--- src/rtl/pic16_pkg.sv ---
// Shared constants for the PIC16 program-counter sequencer: default geometry and the
// instruction-field widths used to build page-relative addresses.
package pic16_pkg;

  localparam int unsigned PcWDefault       = 13;
  localparam int unsigned PclathWDefault   = 5;
  localparam int unsigned StkDepthDefault  = 8;
  localparam int unsigned RstVecDefault    = 0;

  // CALL/GOTO carry an 11-bit target; a PCL write supplies the low 8 bits.
  localparam int unsigned JaddrW = 11;
  localparam int unsigned PclW   = 8;

endpackage

--- src/rtl/pic16_ret_stack.sv ---
// Circular hardware return stack: storage, write pointer, fill level and, with
// PC_STACK_ERR_EN defined, sticky overflow/underflow flags.
module pic16_ret_stack
  import pic16_pkg::*;
#(
  parameter int unsigned PcW   = PcWDefault,
  parameter int unsigned Depth = StkDepthDefault,
  localparam int unsigned SpW  = $clog2(Depth),
  localparam int unsigned LvlW = SpW + 1
) (
  input  logic            clk_i,
  input  logic            rst_i,
  input  logic            push_i,
  input  logic            pop_i,
  input  logic [PcW-1:0]  wdata_i,
  output logic [PcW-1:0]  tos_o,
  output logic [LvlW-1:0] lvl_o
`ifdef PC_STACK_ERR_EN
  ,
  input  logic            err_clr_i,
  output logic            empty_o,
  output logic            ovf_o,
  output logic            unf_o
`endif
);

  logic [PcW-1:0]  mem_q [Depth];
  logic [SpW-1:0]  sp_q, sp_d;
  logic [LvlW-1:0] lvl_q, lvl_d;
  logic            full, empty;

  assign full  = (lvl_q == LvlW'(Depth));
  assign empty = (lvl_q == '0);

  // Entries are not reset; a push always writes the slot at the pointer.
  always_ff @(posedge clk_i) begin
    if (!rst_i && push_i) begin
      mem_q[sp_q] <= wdata_i;
    end
  end

  assign tos_o = mem_q[sp_q - SpW'(1)];
  assign lvl_o = lvl_q;

`ifdef PC_STACK_ERR_EN
  logic ovf_q, ovf_d;
  logic unf_q, unf_d;
  logic ovf_set, unf_set;
`endif

  always_comb begin
    sp_d  = sp_q;
    lvl_d = lvl_q;
`ifdef PC_STACK_ERR_EN
    ovf_set = 1'b0;
    unf_set = 1'b0;
`endif
    if (push_i) begin
      // Push wins over a simultaneous pop; a full stack wraps onto the oldest entry.
      sp_d = sp_q + SpW'(1);
      if (!full) begin
        lvl_d = lvl_q + LvlW'(1);
      end
`ifdef PC_STACK_ERR_EN
      ovf_set = full;
`endif
    end else if (pop_i) begin
`ifdef PC_STACK_ERR_EN
      if (empty) begin
        unf_set = 1'b1;
      end else begin
        sp_d  = sp_q - SpW'(1);
        lvl_d = lvl_q - LvlW'(1);
      end
`else
      sp_d = sp_q - SpW'(1);
      if (!empty) begin
        lvl_d = lvl_q - LvlW'(1);
      end
`endif
    end
  end

`ifdef PC_STACK_ERR_EN
  // A new error in the same cycle as a clear leaves the flag set.
  always_comb begin
    ovf_d = (ovf_q & ~err_clr_i) | ovf_set;
    unf_d = (unf_q & ~err_clr_i) | unf_set;
  end

  always_ff @(posedge clk_i) begin
    if (rst_i) begin
      ovf_q <= 1'b0;
      unf_q <= 1'b0;
    end else begin
      ovf_q <= ovf_d;
      unf_q <= unf_d;
    end
  end

  assign empty_o = empty;
  assign ovf_o   = ovf_q;
  assign unf_o   = unf_q;
`endif

  always_ff @(posedge clk_i) begin
    if (rst_i) begin
      sp_q  <= '0;
      lvl_q <= '0;
    end else begin
      sp_q  <= sp_d;
      lvl_q <= lvl_d;
    end
  end

endmodule

--- src/rtl/pic16_pc_seq.sv ---
// PIC16 program-counter sequencer: PC next-state priority mux and fetch-squash REDIRECT.
// Define PC_STACK_ERR_EN to get sticky stack overflow/underflow flags and ERR_CLR.
module pic16_pc_seq
  import pic16_pkg::*;
#(
  parameter int unsigned PC_W      = PcWDefault,
  parameter int unsigned PCLATH_W  = PclathWDefault,
  parameter int unsigned STK_DEPTH = StkDepthDefault,
  parameter int unsigned RST_VEC   = RstVecDefault,
  localparam int unsigned LvlW     = $clog2(STK_DEPTH) + 1
) (
  input  logic                CLK,
  input  logic                RST,
  input  logic                HOLD,
  input  logic                JMP,
  input  logic [JaddrW-1:0]   JADDR,
  input  logic                PUSH,
  input  logic                POP,
  input  logic                PCL_WE,
  input  logic [PclW-1:0]     PCL_D,
  input  logic [PCLATH_W-1:0] PCLATH,
  output logic [PC_W-1:0]     PC,
  output logic                REDIRECT,
  output logic [LvlW-1:0]     STK_LVL
`ifdef PC_STACK_ERR_EN
  ,
  input  logic                ERR_CLR,
  output logic                STK_OVF,
  output logic                STK_UNF
`endif
);

  logic [PC_W-1:0] pc_q, pc_d;
  logic [PC_W-1:0] tos;
  logic [PC_W-1:0] pop_addr;

`ifdef PC_STACK_ERR_EN
  logic stk_empty;
`endif

  pic16_ret_stack #(
    .PcW   (PC_W),
    .Depth (STK_DEPTH)
  ) u_ret_stack (
    .clk_i     (CLK),
    .rst_i     (RST),
    .push_i    (PUSH),
    .pop_i     (POP),
    .wdata_i   (pc_q),
    .tos_o     (tos),
    .lvl_o     (STK_LVL)
`ifdef PC_STACK_ERR_EN
    ,
    .err_clr_i (ERR_CLR),
    .empty_o   (stk_empty),
    .ovf_o     (STK_OVF),
    .unf_o     (STK_UNF)
`endif
  );

`ifdef PC_STACK_ERR_EN
  // An empty pop restarts at the reset vector rather than returning a stale entry.
  // A simultaneous push makes the pop a non-event for the stack but PC still follows tos.
  assign pop_addr = (stk_empty && !PUSH) ? PC_W'(RST_VEC) : tos;
`else
  assign pop_addr = tos;
`endif

  always_comb begin
    pc_d = pc_q + PC_W'(1);
    if (JMP) begin
      pc_d = {PCLATH[PCLATH_W-1 -: PC_W-JaddrW], JADDR};
    end else if (PCL_WE) begin
      pc_d = {PCLATH[PC_W-PclW-1:0], PCL_D};
    end else if (POP) begin
      pc_d = pop_addr;
    end else if (HOLD) begin
      pc_d = pc_q;
    end
  end

  always_ff @(posedge CLK) begin
    if (RST) begin
      pc_q <= PC_W'(RST_VEC);
    end else begin
      pc_q <= pc_d;
    end
  end

  assign PC       = pc_q;
  assign REDIRECT = JMP | PCL_WE | POP;

endmodule

--- config.mk ---
export PLATFORM = sky130hd
export DESIGN_NAME = pic16_pc_seq
export DESIGN_NICKNAME = d
export VERILOG_FILES = /design/src/rtl/pic16_pkg.sv /design/src/rtl/pic16_ret_stack.sv /design/src/rtl/pic16_pc_seq.sv
export SDC_FILE = /design/constraint.sdc
export NUM_CORES = 1
export LEC_CHECK = 0
export ABC_AREA = 1
export CORE_MARGIN = 2
export CORE_UTILIZATION = 35
export DETAILED_ROUTE_END_ITERATION = 12
export PLACE_DENSITY_LB_ADDON = 0.2
export SYNTH_ARGS = -nofsm -noshare
export SYNTH_HDL_FRONTEND = slang
export SYNTH_SLANG_ARGS = --single-unit
--- constraint.sdc ---
create_clock -name CLK -period 2.85 [get_ports CLK]
set_clock_uncertainty 0.15 [all_clocks]
set_input_delay 0.57 -clock CLK [delete_from_list [all_inputs] [get_ports CLK]]
set_output_delay 0.57 -clock CLK [all_outputs]
set_load 0.1 [all_outputs]
# Word-level counts from Yosys, hierarchy flattened
# Memories as Yosys holds them, arrays and structs flattened.
# Index checks and enable logic that the tools add are counted.
# op_classes
n_eq_ne,4
n_reduce_logical,5
n_mux,12
n_addsub,5
bitwise_logic,2
# ops
op,n
13-bit two-way mux,4
4-bit two-way mux,4
"13-bit by 1-bit adder with 13-bit output, second input constant",1
3-bit two-way mux,2
"4-bit by 1-bit adder with 4-bit output, second input constant",1
"4-bit == test, second input constant",1
4-bit logical NOT,1
"2-bit inequality test, second input constant",2
"4-bit by 1-bit inequality test with 1-bit output, second input constant",1
"4-bit by 1-bit subtractor with 4-bit output, second input constant",1
"3-bit by 1-bit adder with 3-bit output, second input constant",1
3-bit AND reduction,1
"3-bit by 1-bit subtractor with 3-bit output, second input constant",1
1-bit two-way mux,2
1-bit OR,2
2-bit nonzero test,1
1-bit logical AND,1
1-bit logical NOT,1
# word_totals
memories,1
register_bits,20
output_inout_bits,18
mem_bits_rw,104
input_bits,31
# mem_list
name,depth,word_bits,rd,rd_ports_with_merged_regs,write_ports,line_no,rtl
u_ret_stack.mem_q,8,13,1,0,1,pic16_ret_stack.sv:27,logic [PcW-1:0] mem_q [Depth];

# Longest topological paths before layout
# depth
depth_word,5
ltp_mapped,12

# By module
# A second synthesis with hierarchy kept.
# unflattened
hier_cells,583
hier_area_um2,5709.2
# modules_own_cells
mod,cells_each,area_per_inst_um2,seq_area_each_um2,n_inst
pic16_ret_stack,402,4603.2,3263.1,1
pic16_pc_seq,181,1106.1,260.2,1

# Least setup slack after synthesis
# OpenSTA, ideal clock, no wires.
# synth_path
path_type,register to register
from,register pc_q[0] (netlist: PC[0])
to,register pc_q[6] (netlist: PC[6])
t_arrival_ns,2.197
n_path_buf,0
path_slack_ns,0.382
setup_ns,0.121
stages_incl_launch_ff,11
cell_sequence,dfxtp_1 > ha_1 > nand3_1 > nor2_1 > nand2_1 > nand2_1 > nor2_1 > nor2_1 > nand2_1 > nand2_1 > a21oi_1
# synth_between
elab_chain_len,5
# synth_lines
element,line_no,rtl
from (decl),pic16_pc_seq.sv:33,"logic [PC_W-1:0] pc_q, pc_d;"
from (signal assigned),pic16_pc_seq.sv:84,pc_q <= PC_W'(RST_VEC);
from (signal assigned),pic16_pc_seq.sv:86,pc_q <= pc_d;
13-bit by 1-bit adder with 13-bit output,pic16_pc_seq.sv:70,pc_d = pc_q + PC_W'(1);
13-bit two-way mux,pic16_pc_seq.sv:77,end else if (HOLD) begin
13-bit two-way mux,pic16_pc_seq.sv:75,end else if (POP) begin
13-bit two-way mux,pic16_pc_seq.sv:73,end else if (PCL_WE) begin
13-bit two-way mux,pic16_pc_seq.sv:71,if (JMP) begin
# No other way between the ends. The select of a mux whose other input is x is not followed.
# A chain may end at the register's enable or synchronous reset.

# Worst setup path after layout
# layout_path
from,input port JMP
to,output port REDIRECT
# layout_between
elab_chain_len,2
# layout_lines
element,line_no,rtl
from (decl),pic16_pc_seq.sv:15,"input logic JMP,"
1-bit OR (2 in series),pic16_pc_seq.sv:91,assign REDIRECT = JMP | PCL_WE | POP;
to (decl),pic16_pc_seq.sv:23,"output logic REDIRECT,"
# No other way between the ends.

==> out/metrics.cfg <==
[global_routing]
grt_max_degree=58
first_global_vias=4252
grt_overflow=0
grt_use_total=0.1782
grt_pass1_wl_mm=23.38
antenna_found_initial=0

[route]
firstDrtPassIters=4
drt_iter0_drc=288
routedWlPerCell_um=16.58
postRouteAntennaNets=0
via_per_inst=4.920
drt-total-wl_mm=14.92
num_vias=4428
drc=0

[synth]
yosysSeqAreaShare=0.6091
synth.ff_latch_count=124
synth_nets=638
synthArstFlopShare=0
synth_fa_ha_area_frac=0.01428
synthCells=601
synth_ff_type=edfxtp_1
synth_top_area_frac=0.5399
muxShareOfSynthArea=0
yosys_warnings=0
synthDistinctLibCells=35
synth_top_area_cell=edfxtp_1
synth_compound_area_frac=0.07203
netlist_area_mm2=0.005784
synth_common_cells=145 x nand2_1, 104 x edfxtp_1, 85 x nor2_1
synth_xor_xnor_area_share=0.01471
avgSynthCellArea_um2=9.624
synthTopCellsByArea=edfxtp_1 54%, nand2_1 9.4%, dfxtp_1 6.9%, nand3_1 5.9%, nor2_1 5.5%
yosysMostFrequentCell=nand2_1
synth_edf_count=104
synth_simple_gate_area_frac=0.2243
synth_top_family_by_area=simple AND/OR/NAND/NOR gates

[clocking]
clockBufferDepth=2
cts_buffers=17
cts_setup_buffers=0
clock_latency_ps=420
cts_hold_buf=0
ctsResizeCount=0
htree_levels=4
cts-root-buf=clkbuf_16
cts_tree=yes
clkSinkCount=124
cts.clk_slew.worst_paths_ps=60

[flow_run]
maxCapViolations=0

[sta]
fmax_ghz=0.3978
min_period_over_period=0.8820
tns_ps=0
period_needed_ps=2514
rsz0062_at_grt=no
whs_ps=390.8
max_slew_margin=0.4668
worstMarginPinSlew_ps=795.9
setup_viol=0
hold_viol_final=0
drv_slew=0

[setup_path]
required_ps=2130
worstSetupPathType=input port to output pin
crit_buf_inv=4
worstPathMaxFanout=9
r2r-start=u_ret_stack.sp_q[1]
cp_cell_sequence=clkdlybuf4s50_1 > inv_6 > nand2_4 > inv_6 > nand2_4 > buf_12
cp_slowest_stage_delay_ps=670
critical-path-top-delay-family=buffers and inverters
rrSetupSlack_ps=530
reg2regPathDepth=8
r2r-end=PC[11]
critPathSlowestCell=clkdlybuf4s50_1
crit_arrival_ps=1790
critPathLaunchType=input port
setup.worst_path.end_class=output pin

[placed_design]
io_buffers=48
dp_hpwl_mm=10.30
gp_congestion=0.7981

[power_and_ir_drop]
p_leak_nw=2.884
ir_drop_mv=0.6220
powerDensity_mw_per_mm2=766.8

[final_layout]
final_layout_size_suffix_gt1_frac=0.1360
syn_to_final_growth_pct=23.69
utilization=0.4471
diodes=0
final_nets=708

[min_path]
worstHoldEndpoint=PC[2]
hold_path.class=flip-flop to flip-flop
hold_start=PC[2]
hold_depth=2

[die]
die_h_um=132.6
row_count=46
ios=49
coreArea_mm2=0.01600
initial_core_util=0.3615
die_w_um=132.6
die_area_mm2=0.01757

[outcome]
outcome=finished clean

-- placed cells by master, fill, tap and decap left out, types with 2 or more instances in the layout --
| cell type | instances |
|---|---|
| dfxtp_1 | 19 |
| nand3b_1 | 2 |
| edfxtp_1 | 104 |
| nand2_4 | 2 |
| a221oi_1 | 2 |
| xor2_1 | 2 |
| xnor2_1 | 4 |
| or2_2 | 2 |
| clkinv_4 | 2 |
| nor2_1 | 85 |
| inv_2 | 5 |
| nand3_1 | 68 |
| ha_1 | 5 |
| clkbuf_16 | 17 |
| o21ai_0 | 27 |
| nand4_1 | 2 |
| o22ai_1 | 8 |
| bufinv_16 | 4 |
| clkinv_2 | 5 |
| nand2_1 | 145 |
| clkdlybuf4s50_1 | 30 |
| a21oi_1 | 23 |
| buf_4 | 46 |
| clkbuf_1 | 2 |
| inv_6 | 2 |
| o21ai_1 | 13 |
| inv_1 | 45 |
-- flip-flops by register name, summed over array words and instances (netlist names) --
name               flops
PC                    13
u_ret_stack.lvl_o      4
u_ret_stack.mem_q    104
u_ret_stack.sp_q       3
-- routing by layer --
metal / track usage / part of all wire / wire, um
met4: 0.07646 / 0.023 / 342
met1: 0.2393 / 0.46 / 6792
met2: 0.2781 / 0.46 / 6936
met5: 0 / 0 / 0
met3: 0.04023 / 0.057 / 852
-- per-stage QoR --
step,cells,power [mW],setup WS (ps),area [um^2]
detailed placement,868,3.322,313.6,6548
finish,900,5.486,336.4,7154
global route,900,5.703,266.6,7154
CTS,900,5.525,334.4,7154
global placement,868,3.311,329.9,6548
floorplan,601,2.975,381.6,5784
-- logic make-up after synthesis --
group,after synthesis
simple gates,308
buf+inv,78
flops,124
xor+xnor,8
fa+ha+maj,6
compound gates,77
-- layout make-up --
type / instances / area, um^2
Inverter: 52 / 205.2
Clock buffer: 19 / 432.9
Multi-Input combinational cell: 399 / 1882
Tap cell: 216 / 270.3
Sequential cell: 124 / 3525
Fill cell: 1608 / 8846
Timing Repair Buffer: 77 / 665.6
Clock inverter: 13 / 173.9
-- worst max path at each step --
stage	startpoint	end	slack (ps)	depth (start not counted)
3_3_place_gp	PUSH	u_ret_stack.mem_q[7][8]	330	6
5_1_grt	JMP	REDIRECT	270	6
2_1_floorplan	PC[0]	PC[6]	380	10
3_5_place_dp	PUSH	u_ret_stack.mem_q[7][3]	310	6
4_1_cts	JMP	REDIRECT	330	6
6_report	JMP	REDIRECT	340	6
-- worst min-delay path: cells and delay by family (launching register included) --
| family | cells | cell delay (ps) |
|---|---|---|
| flops | 1 | 350 |
| simple gates | 1 | 90 |
| compound gates | 1 | 60 |
-- where the power goes --
part           internal [mW]  switching (mW)  leakage [nW]  total, mW
registers               2.06          0.0798          1.13       2.14
logic                  0.328           0.812          1.46       1.14
clock network           1.45           0.754         0.298       2.21
Note: power is estimated with default switching activity, not from simulation.
